--- src/rtl/id_hazard_ctrl_pkg.sv ---
// Shared types and constants for the decode-stage hazard controller.
//   hz_state_t : controller FSM state encoding
//   REG_ZERO   : hard-wired zero register number (never a real producer)
package id_hazard_ctrl_pkg;

  typedef enum logic [1:0] {
    HZ_RUN       = 2'd0,
    HZ_MDU_BUSY  = 2'd1,
    HZ_EXC_DRAIN = 2'd2
  } hz_state_t;

  localparam logic [4:0] REG_ZERO = 5'd0;

endpackage

--- src/rtl/id_hazard_ctrl_if.sv ---
// Decode-stage sequencing bundle between the pipeline and the hazard controller.
//   master : pipeline side, drives ID/EX/MEM status and exc_req, observes controls
//   slave  : controller side, observes status, drives enables/flushes/mdu_busy/stall_cnt
interface id_hazard_ctrl_if #(
  parameter int unsigned CNT_W = 32
);
  logic [4:0]       id_rs;
  logic [4:0]       id_rt;
  logic             id_use_rs;
  logic             id_use_rt;
  logic             id_is_branch;
  logic             id_mdu_start;
  logic             id_hilo_rd;
  logic             ex_regWrite;
  logic             ex_memRead;
  logic [4:0]       ex_rw;
  logic             mem_memRead;
  logic [4:0]       mem_rw;
  logic             exc_req;
  logic             pc_en;
  logic             ifid_en;
  logic             if_flush;
  logic             id_flush;
  logic             ex_flush;
  logic             mdu_busy;
  logic [CNT_W-1:0] stall_cnt;

  modport master (
    output id_rs, id_rt, id_use_rs, id_use_rt, id_is_branch, id_mdu_start, id_hilo_rd,
           ex_regWrite, ex_memRead, ex_rw, mem_memRead, mem_rw, exc_req,
    input  pc_en, ifid_en, if_flush, id_flush, ex_flush, mdu_busy, stall_cnt
  );

  modport slave (
    input  id_rs, id_rt, id_use_rs, id_use_rt, id_is_branch, id_mdu_start, id_hilo_rd,
           ex_regWrite, ex_memRead, ex_rw, mem_memRead, mem_rw, exc_req,
    output pc_en, ifid_en, if_flush, id_flush, ex_flush, mdu_busy, stall_cnt
  );
endinterface

--- src/rtl/id_hazard_ctrl_match.sv ---
// hz_match: does one producer's destination feed a source the ID instruction reads?
//   r             : producer destination register
//   id_rs, id_rt  : ID source registers
//   use_rs,use_rt : ID instruction actually reads rs / rt
//   hit           : dependency found ($0 never matches)
module hz_match
  import id_hazard_ctrl_pkg::*;
(
  input  logic [4:0] r,
  input  logic [4:0] id_rs,
  input  logic [4:0] id_rt,
  input  logic       use_rs,
  input  logic       use_rt,
  output logic       hit
);

  assign hit = (r != REG_ZERO) && ((use_rs && (r == id_rs)) || (use_rt && (r == id_rt)));

endmodule

--- src/rtl/id_hazard_ctrl.sv ---
// id_hazard_ctrl: decode-stage sequencing controller.
// Detects load-use, branch-operand and MDU-occupancy hazards, drives PC/IF-ID
// enables and per-stage flushes, sequences the exception flush/redirect and
// counts stalled cycles (saturating).
//   clk, rst : clock, asynchronous active-high reset
//   bus      : id_hazard_ctrl_if slave (ID/EX/MEM status in, enables/flushes out)
module id_hazard_ctrl
  import id_hazard_ctrl_pkg::*;
#(
  parameter int unsigned MDU_LAT = 8,
  parameter int unsigned CNT_W   = 32
) (
  input  logic           clk,
  input  logic           rst,
  id_hazard_ctrl_if.slave bus
);

  localparam int unsigned MDU_W = $clog2(MDU_LAT + 1);

  hz_state_t        state;
  logic [MDU_W-1:0] mdu_cnt;
  logic [CNT_W-1:0] stall_cnt;

  logic ex_hit, mem_hit;
  logic lu_haz, br_haz, mdu_haz, stall;
  logic mdu_busy, mdu_accept;
  logic pc_en, ifid_en, if_flush, id_flush, ex_flush;

  hz_match u_match_ex (
    .r      (bus.ex_rw),
    .id_rs  (bus.id_rs),
    .id_rt  (bus.id_rt),
    .use_rs (bus.id_use_rs),
    .use_rt (bus.id_use_rt),
    .hit    (ex_hit)
  );

  hz_match u_match_mem (
    .r      (bus.mem_rw),
    .id_rs  (bus.id_rs),
    .id_rt  (bus.id_rt),
    .use_rs (bus.id_use_rs),
    .use_rt (bus.id_use_rt),
    .hit    (mem_hit)
  );

  // MDU occupancy follows the counter so it keeps tracking through an exception drain.
  assign mdu_busy = (mdu_cnt != '0);

  assign lu_haz  = bus.ex_memRead && bus.ex_regWrite && ex_hit;
  assign br_haz  = bus.id_is_branch && ((bus.ex_regWrite && ex_hit) || (bus.mem_memRead && mem_hit));
  assign mdu_haz = mdu_busy && (bus.id_mdu_start || bus.id_hilo_rd);
  assign stall   = lu_haz || br_haz || mdu_haz;

  assign mdu_accept = (state == HZ_RUN) && bus.id_mdu_start && !stall && !bus.exc_req;

  // Pipeline controls: exception beats stall beats normal flow.
  always_comb begin
    pc_en    = 1'b1;
    ifid_en  = 1'b1;
    if_flush = 1'b0;
    id_flush = 1'b0;
    ex_flush = 1'b0;
    if (bus.exc_req) begin
      if_flush = 1'b1;
      id_flush = 1'b1;
      ex_flush = 1'b1;
    end else begin
      // Wrong-path fetch issued during the redirect cycle is squashed.
      if (state == HZ_EXC_DRAIN) if_flush = 1'b1;
      if (stall) begin
        pc_en    = 1'b0;
        ifid_en  = 1'b0;
        id_flush = 1'b1;
      end
    end
  end

  // FSM, MDU occupancy counter and saturating stall counter.
  always_ff @(posedge clk or posedge rst) begin
    if (rst) begin
      state     <= HZ_RUN;
      mdu_cnt   <= '0;
      stall_cnt <= '0;
    end else begin
      if (!pc_en && (stall_cnt != '1)) stall_cnt <= stall_cnt + CNT_W'(1);

      // The op already in EX keeps running through an exception.
      if (mdu_accept)    mdu_cnt <= MDU_W'(MDU_LAT);
      else if (mdu_busy) mdu_cnt <= mdu_cnt - MDU_W'(1);

      if (bus.exc_req) begin
        state <= HZ_EXC_DRAIN;
      end else begin
        case (state)
          HZ_RUN:       if (mdu_accept) state <= HZ_MDU_BUSY;
          HZ_MDU_BUSY:  if (mdu_cnt == MDU_W'(1)) state <= HZ_RUN;
          HZ_EXC_DRAIN: state <= (mdu_cnt > MDU_W'(1)) ? HZ_MDU_BUSY : HZ_RUN;
          default:      state <= HZ_RUN;
        endcase
      end
    end
  end

  assign bus.pc_en     = pc_en;
  assign bus.ifid_en   = ifid_en;
  assign bus.if_flush  = if_flush;
  assign bus.id_flush  = id_flush;
  assign bus.ex_flush  = ex_flush;
  assign bus.mdu_busy  = mdu_busy;
  assign bus.stall_cnt = stall_cnt;

endmodule

--- src/flat_wrapper.sv ---
// flat-port wrapper written by rule: the top's interface ports become plain ports
module id_hazard_ctrl_flat import id_hazard_ctrl_pkg::*;
#(
  parameter int unsigned MDU_LAT = 8,
  parameter int unsigned CNT_W   = 32
)
  (clk, rst, bus_id_rs, bus_id_rt, bus_id_use_rs, bus_id_use_rt, bus_id_is_branch, bus_id_mdu_start, bus_id_hilo_rd, bus_ex_regWrite, bus_ex_memRead, bus_ex_rw, bus_mem_memRead, bus_mem_rw, bus_exc_req, bus_pc_en, bus_ifid_en, bus_if_flush, bus_id_flush, bus_ex_flush, bus_mdu_busy, bus_stall_cnt);
  id_hazard_ctrl_if #(.CNT_W(CNT_W)) bus_i ();
  input  logic clk;
  input  logic rst;
  input wire logic [$bits(bus_i.id_rs)-1:0] bus_id_rs;
  input wire logic [$bits(bus_i.id_rt)-1:0] bus_id_rt;
  input wire logic [$bits(bus_i.id_use_rs)-1:0] bus_id_use_rs;
  input wire logic [$bits(bus_i.id_use_rt)-1:0] bus_id_use_rt;
  input wire logic [$bits(bus_i.id_is_branch)-1:0] bus_id_is_branch;
  input wire logic [$bits(bus_i.id_mdu_start)-1:0] bus_id_mdu_start;
  input wire logic [$bits(bus_i.id_hilo_rd)-1:0] bus_id_hilo_rd;
  input wire logic [$bits(bus_i.ex_regWrite)-1:0] bus_ex_regWrite;
  input wire logic [$bits(bus_i.ex_memRead)-1:0] bus_ex_memRead;
  input wire logic [$bits(bus_i.ex_rw)-1:0] bus_ex_rw;
  input wire logic [$bits(bus_i.mem_memRead)-1:0] bus_mem_memRead;
  input wire logic [$bits(bus_i.mem_rw)-1:0] bus_mem_rw;
  input wire logic [$bits(bus_i.exc_req)-1:0] bus_exc_req;
  output wire logic [$bits(bus_i.pc_en)-1:0] bus_pc_en;
  output wire logic [$bits(bus_i.ifid_en)-1:0] bus_ifid_en;
  output wire logic [$bits(bus_i.if_flush)-1:0] bus_if_flush;
  output wire logic [$bits(bus_i.id_flush)-1:0] bus_id_flush;
  output wire logic [$bits(bus_i.ex_flush)-1:0] bus_ex_flush;
  output wire logic [$bits(bus_i.mdu_busy)-1:0] bus_mdu_busy;
  output wire logic [$bits(bus_i.stall_cnt)-1:0] bus_stall_cnt;
  assign bus_i.id_rs = bus_id_rs;
  assign bus_i.id_rt = bus_id_rt;
  assign bus_i.id_use_rs = bus_id_use_rs;
  assign bus_i.id_use_rt = bus_id_use_rt;
  assign bus_i.id_is_branch = bus_id_is_branch;
  assign bus_i.id_mdu_start = bus_id_mdu_start;
  assign bus_i.id_hilo_rd = bus_id_hilo_rd;
  assign bus_i.ex_regWrite = bus_ex_regWrite;
  assign bus_i.ex_memRead = bus_ex_memRead;
  assign bus_i.ex_rw = bus_ex_rw;
  assign bus_i.mem_memRead = bus_mem_memRead;
  assign bus_i.mem_rw = bus_mem_rw;
  assign bus_i.exc_req = bus_exc_req;
  assign bus_pc_en = bus_i.pc_en;
  assign bus_ifid_en = bus_i.ifid_en;
  assign bus_if_flush = bus_i.if_flush;
  assign bus_id_flush = bus_i.id_flush;
  assign bus_ex_flush = bus_i.ex_flush;
  assign bus_mdu_busy = bus_i.mdu_busy;
  assign bus_stall_cnt = bus_i.stall_cnt;
  id_hazard_ctrl #(.MDU_LAT(MDU_LAT), .CNT_W(CNT_W)) u_core (.clk(clk), .rst(rst), .bus(bus_i));
endmodule
--- config.mk ---
export PLATFORM = sky130hd
export DESIGN_NAME = id_hazard_ctrl_flat
export DESIGN_NICKNAME = d
export VERILOG_FILES = /design/src/rtl/id_hazard_ctrl_pkg.sv /design/src/rtl/id_hazard_ctrl_if.sv /design/src/rtl/id_hazard_ctrl_match.sv /design/src/rtl/id_hazard_ctrl.sv /design/src/flat_wrapper.sv
export SDC_FILE = /design/constraint.sdc
export NUM_CORES = 1
export LEC_CHECK = 0
export ABC_AREA = 1
export BUFFER_PORTS_ARGS = -buffer_cell sky130_fd_sc_hd__buf_2
export CELL_PAD_IN_SITES_DETAIL_PLACEMENT = 1
export CELL_PAD_IN_SITES_GLOBAL_PLACEMENT = 1
export CORE_MARGIN = 2
export CORE_UTILIZATION = 40
export DETAILED_ROUTE_END_ITERATION = 10
export HOLD_SLACK_MARGIN = 0.15
export PLACE_DENSITY_LB_ADDON = 0.1
export SYNTH_ARGS = -nofsm -noshare
export SYNTH_HDL_FRONTEND = slang
export SYNTH_HIERARCHICAL = 1
export SYNTH_SLANG_ARGS = --single-unit
--- constraint.sdc ---
create_clock -name clk -period 4.3 [get_ports clk]
set_clock_uncertainty 0.15 [all_clocks]
set_input_delay 0.215 -clock clk [delete_from_list [all_inputs] [get_ports clk]]
set_output_delay 0.215 -clock clk [all_outputs]
set_load 0.005 [all_outputs]
[Yosys cells after proc, flatten, opt, wreduce, memory -nomap -nowiden]
Cells that the tools add are included.
Word-level totals
  register bits after elaboration: 38
  input port bits: 31
  logic and storage cells: 61
Cells by class
  $add $sub $neg: 2
  $lt $le $gt $ge: 1
  equal/unequal tests: 10
  muxes and demuxes: 14
  reductions and logical operators: 31
Operators with widths (number)
  32-bit by 1-bit adder with 32-bit output (second input constant): 1
  32-bit != test (second input constant): 1
  5-bit == test: 4
  1-bit logical AND: 16
  5-bit nonzero test: 2
  1-bit two-way mux: 8
  4-bit two-way mux: 2
  1-bit logical OR: 6
  2-bit two-way mux: 3
  3-bit by 2-bit != test with 1-bit output (second input constant): 2
  2-bit one-hot mux with 3 select lines: 1
  4-bit by 1-bit == test with 1-bit output (second input constant): 1
  4-bit by 1-bit greater-than comparator with 1-bit output (second input constant): 1
  4-bit nonzero test: 1
  4-bit by 1-bit subtractor with 4-bit output (second input constant): 1
  1-bit zero test: 3
  2-bit by 1-bit == test with 1-bit output (second input constant): 1
  2-bit == test (second input constant): 1
  2-bit zero test: 1
  2-bit AND reduction: 1
  2-bit nonzero test: 1

[Logic depth before layout (Yosys ltp)]
Gate-level depths: netlist of run 1.
  depth after elaboration: 15
  mapped depth: 15
  gate-level depth less buffers: 14

[Hierarchy]
The synthesis of run 1 kept the hierarchy.
By module, submodules not included
  id_hazard_ctrl: instances 1, cells an instance 412, area each 2635.0 µm², seq. area each 950.9 µm²
  hz_match: instances 2, cells an instance 53, area each 214.0 µm², seq. area each 0.0 µm²

[Least setup slack after synthesis of run 1]
No wires, ideal clock.
  kind: flip-flop to flip-flop
  start: reg u_core.stall_cnt[0] (netlist: u_core/bus.stall_cnt[0])
  end: reg u_core.stall_cnt[0] (netlist: u_core/bus.stall_cnt[0])
  data arrival time: 1.546 ns
  data required time: 4.034 ns
  path slack: 2.488 ns
  stages on the path, launching flop included: 12
  path through: dfrtp_1 -> ha_1 -> nand3_2 -> inv_2 -> nand2_4 -> nor2_4 -> nand2_2 -> nand2_4 -> inv_4 -> buf_6 -> nand2_2 -> nand2_1
Between the ends
  cells in the longest elaborated chain, start to end: 2
Ends and longest elaborated chain
  start, declared: RTL line id_hazard_ctrl.sv:22  | logic [CNT_W-1:0] stall_cnt;
  start signal, assigned: RTL line id_hazard_ctrl.sv:86  | if (!pc_en && (stall_cnt != '1)) stall_cnt <= stall_cnt + CNT_W'(1);
  parallel branches: the longest is 2 deep, another holds 32-bit by 1-bit adder with 32-bit output
Parallel ways; which one is timed is not known.
A chain may end at the register's enable or synchronous reset.

[Worst setup path after layout of run 1]
  start: reg u_core.stall_cnt[0] (netlist: u_core/bus.stall_cnt[0])
  end: reg u_core.stall_cnt[23] (netlist: u_core/bus.stall_cnt[23])
Same word-level chain as after synthesis.

==> results of run 1 <==
layout make-up:
cell class / instances / share of cell area [%]
repair buffers: 71 / 10.4
flip-flops and latches: 38 / 26.8
clock inverters: 1 / 0.212
well taps: 99 / 3.49
multi-input cells: 403 / 49.8
clock buffers: 6 / 2.05
inverters: 68 / 7.26
metal layers:
metal | vias to the layer above | global-route usage [%] | routed length (um)
met5 | - | 0 | 0
met4 | 0 | 4.92 | 85
met3 | 8 | 2.66 | 331
met2 | 50 | 41.7 | 4510
met1 | 1582 | 31.4 | 4440
li1 | 1680 | - | -
kinds of logic after synthesis:
kind of cell,count (synthesis)
AOI/OAI and AO/OA,18
xor gates and xnor gates,12
adders and majority gates,3
buffers and inverters,77
DFF,38
and+or+nand+nor,370
stage by stage:
stage | hold slack [ns] | total power, W
2_1_floorplan | 0.163 | 0.000694
3_3_place_gp | 0.219 | 0.000771
3_5_place_dp | 0.239 | 0.000794
4_1_cts | 0.224 | 0.00105
5_1_grt | 0.291 | 0.00111
6_report | 0.228 | 0.00103
cell usage after synthesis (3+ instances only):
master | number | area, sq um
a21oi_2 | 3 | 26.3
buf_6 | 6 | 67.6
dfrtp_1 | 38 | 951
ha_1 | 3 | 37.5
inv_1 | 62 | 233
inv_2 | 5 | 18.8
nand2_1 | 245 | 920
nand2_2 | 16 | 100
nand3_1 | 26 | 130
nand4_1 | 3 | 18.8
nor2_1 | 67 | 251
nor3_1 | 3 | 15.0
o21ai_0 | 12 | 60.1
or2_2 | 3 | 18.8
xnor2_1 | 6 | 52.6
xor2_1 | 6 | 52.6
worst paths after layout:
kind	to	slack (ns)	cells after the start	start
worst min-delay path	u_core/state[0]	0.23	5	bus_id_mdu_start
worst max register to register	u_core/bus.stall_cnt[23]	1.90	10	u_core/bus.stall_cnt[0]
worst max-delay path	u_core/bus.stall_cnt[23]	1.90	10	u_core/bus.stall_cnt[0]
worst min register to register	u_core/mdu_cnt[2]	0.42	2	u_core/mdu_cnt[3]
min in group asynchronous	u_core/state[0]	0.47	4	rst
max in group asynchronous	u_core/bus.stall_cnt[12]	3.16	4	rst
worst max-delay path: stages (launching register included):
cell and delay, ns:
dfrtp_1 0.47, ha_1 0.36, nand3_2 0.17, inv_2 0.10
nand2_4 0.06, nor2_4 0.12, nand2_2 0.07, nand2_4 0.32
inv_4 0.24, nand2_1 0.15, nand2_1 0.06
what timing repair did:
| item | in CTS | in global routing |
|---|---|---|
| resized for setup | 0 | 0 |
| hold buffers | 2 | 0 |
| endpoints found under the hold margin | 39 | 0 |
sequential cells by signal (all words and copies together) (netlist names):
register and count:
u_core/state 2, u_core/bus.stall_cnt 32, u_core/mdu_cnt 4
report_power, final:
part	switching (W)	internal [W]	leakage (nW)	total (W)
registers	0.0000573	0.000399	0.515	0.000457
logic	0.000208	0.000119	1.42	0.000327
clock network	0.000134	0.000111	0.0373	0.000245
==> impl_metrics.ini, run 1 <==
[run_status]
outcome = finished clean

[die]
row_count = 31
fp.dieW_um = 91.5
die-area_sq_mm = 0.00837
initial_utilization_pct = 41.8
io_pins = 69
dieHeight_um = 91.5
core_sq_mm = 0.00733

[global_routing]
grt_antenna_before_repair = 0
grt_pass1_vias = 3395
grt_start_max_net_pins = 39
grt_first_pass_wirelength_mm = 16.2
track_usage_pct = 23.7
grt.overflow.total = 0

[sta]
hold_violations = 0
max_slew_margin_pct = 66.6
setup_tns_ns = 0
slew_violations = 0
setup_viol = 0
fin_crit_sh_pct = 55.8
fin_ws_ns = 1.90
fmax_mhz = 417
grt_setup_unrepaired = no
tightest_slew_ns = 0.502
min_period_ns = 2.40

[setup_path]
startpoint_type = flop
crit_type = flop to flop
cp_max_fo = 35
worst_setup_path_end_kind = flop
crit_required_ns = 4.34
cp.arrival_ns = 2.44

[logic_synthesis]
synthMuxAreaShare_pct = 0
syn_area_sq_mm = 0.00306
synth_compound_area_share_pct = 3.39
synth_ff_type = dfrtp_1
yosys_warnings = 6
synth_top_family_by_area = simple AND/OR/NAND/NOR gates
synth_fp_nets = 552
synth_xor_xnor_area_share_pct = 3.43
yosysSeqAreaShare_pct = 31.0
synthSimpleGateAreaFrac_pct = 49.7
async_flop_share_pct = 100
yosys_register_bits = 38
avgSynthCellArea_sq_um = 5.91
synth_edf_count = 0
synth.distinct_cells = 25
synthAdderAreaFrac_pct = 1.23
syn_inst = 518

[routing]
vias_per_cell = 4.84
routed_wl_mm = 9.37
first_pass_iters = 4
post-route-drc-count = 0
final_antenna_net_count = 0
vias = 3320
post_drt_wl_per_cell_um = 13.7
drt_iter0_markers = 101

[pwr]
leakage_nw = 1.97
ir_drop_v = 0.000250
p_per_area_mw_per_mm2 = 290

[finish]
area_growth_pct = 15.8
final_area_sq_mm = 0.00355
fillerInstances = 1065
layout.cells.non_filler = 686
final_cell_mix = 245 x nand2_1, 68 x buf_2, 67 x nor2_1
seqCellArea_sq_um = 951
postLayoutCoreUtil_pct = 48.4
n_antenna_cell = 0
multiInputGateArea_sq_mm = 0.00177
layout.nets = 621
layout_commonest_cell = nand2_1
drive_gt1_share_pct = 18.7

[place]
dp_hpwl_mm = 7.36
place_area_sq_mm = 0.00345
preCtsSetupSlack_ns = 1.84
port_buffers = 68
gp_congestion = 0.857
dp_cells = 677

[cts]
cts-root-buf = clkbuf_8
cts_max_path_buffers = 2
clkLatencyLatePin_ns = 0.29
postCtsSetupRepairBufs = 0
clkSinkCount = 38
cts_tree = built
clk_pin_slew_ns = 0.08
numCtsBuffers = 5
htreeDepth = 2

[run]
maxCapViolations = 0

[min_path]
min_path_type = input port to flop
(Power assumes the default switching activity.)
==> inputs of run 2 (changes only) <==
--- a/config.mk
+++ b/config.mk
@@ -10,7 +10,7 @@
 export CELL_PAD_IN_SITES_DETAIL_PLACEMENT = 1
 export CELL_PAD_IN_SITES_GLOBAL_PLACEMENT = 1
 export CORE_MARGIN = 2
-export CORE_UTILIZATION = 40
+export CORE_UTILIZATION = 37
 export DETAILED_ROUTE_END_ITERATION = 10
 export HOLD_SLACK_MARGIN = 0.15
 export PLACE_DENSITY_LB_ADDON = 0.1
==> constraint.sdc (replaced) <==
create_clock -name clk -period 2.24 [get_ports clk]
set_clock_uncertainty 0.15 [all_clocks]
set_input_delay 0.112 -clock clk [delete_from_list [all_inputs] [get_ports clk]]
set_output_delay 0.112 -clock clk [all_outputs]
set_load 0.005 [all_outputs]
==> run 2 against run 1 <==
Net effect: cell count up 2.2%; non-clock buffer count up 8; maximum frequency up 19%; hold slack worse by 0.027 ns; combinational power up 100%; setup slack worse by 1.7 ns; total power up 99%; critical path depth down 1; sequential power up 88%; clock power up 110%; sequential cell count unchanged; largest cell class unchanged; largest power group unchanged.
==> impl_metrics.ini, run 2 (same netlist as run 1, synthesis figures left out) <==
[cts]
numCtsBuffers = 5
clkSinkCount = 38
htreeDepth = 2
clk_pin_slew_ns = 0.08
cts-root-buf = clkbuf_8
cts_max_path_buffers = 2
postCtsSetupRepairBufs = 0
clkLatencyLatePin_ns = 0.30
cts_tree = built

[finish]
regMostFlops = u_core/bus.stall_cnt
area_growth_pct = 18.8
multiInputGateArea_sq_mm = 0.00177
fillerInstances = 1167
layout.nets = 629
largest_reg_flops = 32
n_antenna_cell = 0
postLayoutCoreUtil_pct = 44.7
seqCellArea_sq_um = 951
final_cell_mix = 245 x nand2_1, 68 x buf_2, 67 x nor2_1
layout_commonest_cell = nand2_1
final_area_sq_mm = 0.00364
reg_top3 = u_core/bus.stall_cnt (32), u_core/mdu_cnt (4), u_core/state (2)
drive_gt1_share_pct = 20.0

[setup_path]
rrSetupSlack_ns = 0.22
cp.arrival_ns = 2.06
startpoint_type = flop
crit_required_ns = 2.29
crit_type = flop to flop
worst_setup_path_end_kind = flop
cp_max_fo = 14

[sta]
fin_ws_ns = 0.224
fin_crit_sh_pct = 90.0
max_slew_margin_pct = 66.6
setup_viol = 0
fmax_mhz = 496
hold_violations = 0
tightest_slew_ns = 0.500
grt_setup_unrepaired = no
setup_tns_ns = 0
slew_violations = 0
min_period_ns = 2.02

[global_routing]
grt_start_max_net_pins = 39
grt_pass1_vias = 3392
track_usage_pct = 21.6
grt_antenna_before_repair = 0
grt_first_pass_wirelength_mm = 15.5
grt.overflow.total = 0

[pwr]
p_per_area_mw_per_mm2 = 561
leakage_nw = 2.02
ir_drop_v = 0.000235
total_power_w = 0.00204

[routing]
vias = 3305
first_pass_iters = 4
vias_per_cell = 4.71
post-route-drc-count = 0
final_antenna_net_count = 0
drt_iter0_markers = 84
routed_wl_mm = 9.14
post_drt_wl_per_cell_um = 13.0

[die]
die-area_sq_mm = 0.00902
initial_utilization_pct = 37.7
io_pins = 69
dieHeight_um = 95.0
fp.dieW_um = 95.0
row_count = 33
core_sq_mm = 0.00813

[place]
preCtsSetupSlack_ns = 0.0669
port_buffers = 68
dp_hpwl_mm = 7.32
gp_congestion = 0.801
place_area_sq_mm = 0.00351

[run_status]
outcome = finished clean

[min_path]
min_path_type = input port to flop

[run]
maxCapViolations = 0
==> run 2: cell type report <==
cell class,count,area share (%)
flip-flops and latches,38,26.1
clock inverters,1,0.138
well taps,105,3.61
inverters,68,7.22
repair buffers,79,11.8
multi-input cells,403,48.7
clock buffers,7,2.37
==> run 2: layer usage <==
layer  wire length (um)  GRT usage, %  up-vias
met5                  0             0        -
met4                 81          4.95        0
met3                329          2.87        8
met2               4520          39.3       57
met1               4210          27.0     1541
li1                   -             -     1699
==> run 2: what timing repair did <==
item,4_1_cts,5_1_grt
hold buffers,3,0
hold endpoints to repair,43,0
endpoints found under the setup margin,0,30
gates resized for setup,0,3
==> run 2: worst max-delay path: stages (launching register included) <==
cell and delay [ns]:
dfrtp_1 0.41, inv_1 0.08, ha_1 0.24, nand2_1 0.14, nand2_1 0.12, a21oi_2 0.23
nand2_4 0.18, buf_4 0.23, nand2_1 0.08, nand2_1 0.05
==> run 2: final timing paths <==
| kind | start | end | cells past startpoint |
|---|---|---|---|
| min in group asynchronous | rst | u_core/bus.stall_cnt[22] | 4 |
| hold / removal | bus_ex_memRead | u_core/state[0] | 5 |
| setup / recovery | u_core/mdu_cnt[0] | u_core/bus.stall_cnt[17] | 9 |
| setup reg to reg | u_core/mdu_cnt[0] | u_core/bus.stall_cnt[17] | 9 |
| max in group asynchronous | rst | u_core/bus.stall_cnt[2] | 4 |
| hold reg to reg | u_core/mdu_cnt[3] | u_core/mdu_cnt[2] | 2 |
==> run 2: metrics by stage <==
stage	hold slack (ns)	instances
finish	0.202	701
global route	0.262	701
CTS	0.218	701
detailed placement	0.121	690
global placement	0.114	690
floorplan	0.0596	518
==> run 2: power breakdown <==
| group | internal, W | switching (W) | total (W) | leakage, nW |
|---|---|---|---|---|
| clock | 0.000249 | 0.000268 | 0.000517 | 0.0482 |
| combinational | 0.000253 | 0.000410 | 0.000664 | 1.46 |
| sequential | 0.000767 | 0.0000937 | 0.000860 | 0.515 |
| total | 0.00127 | 0.000772 | 0.00204 | 2.02 |
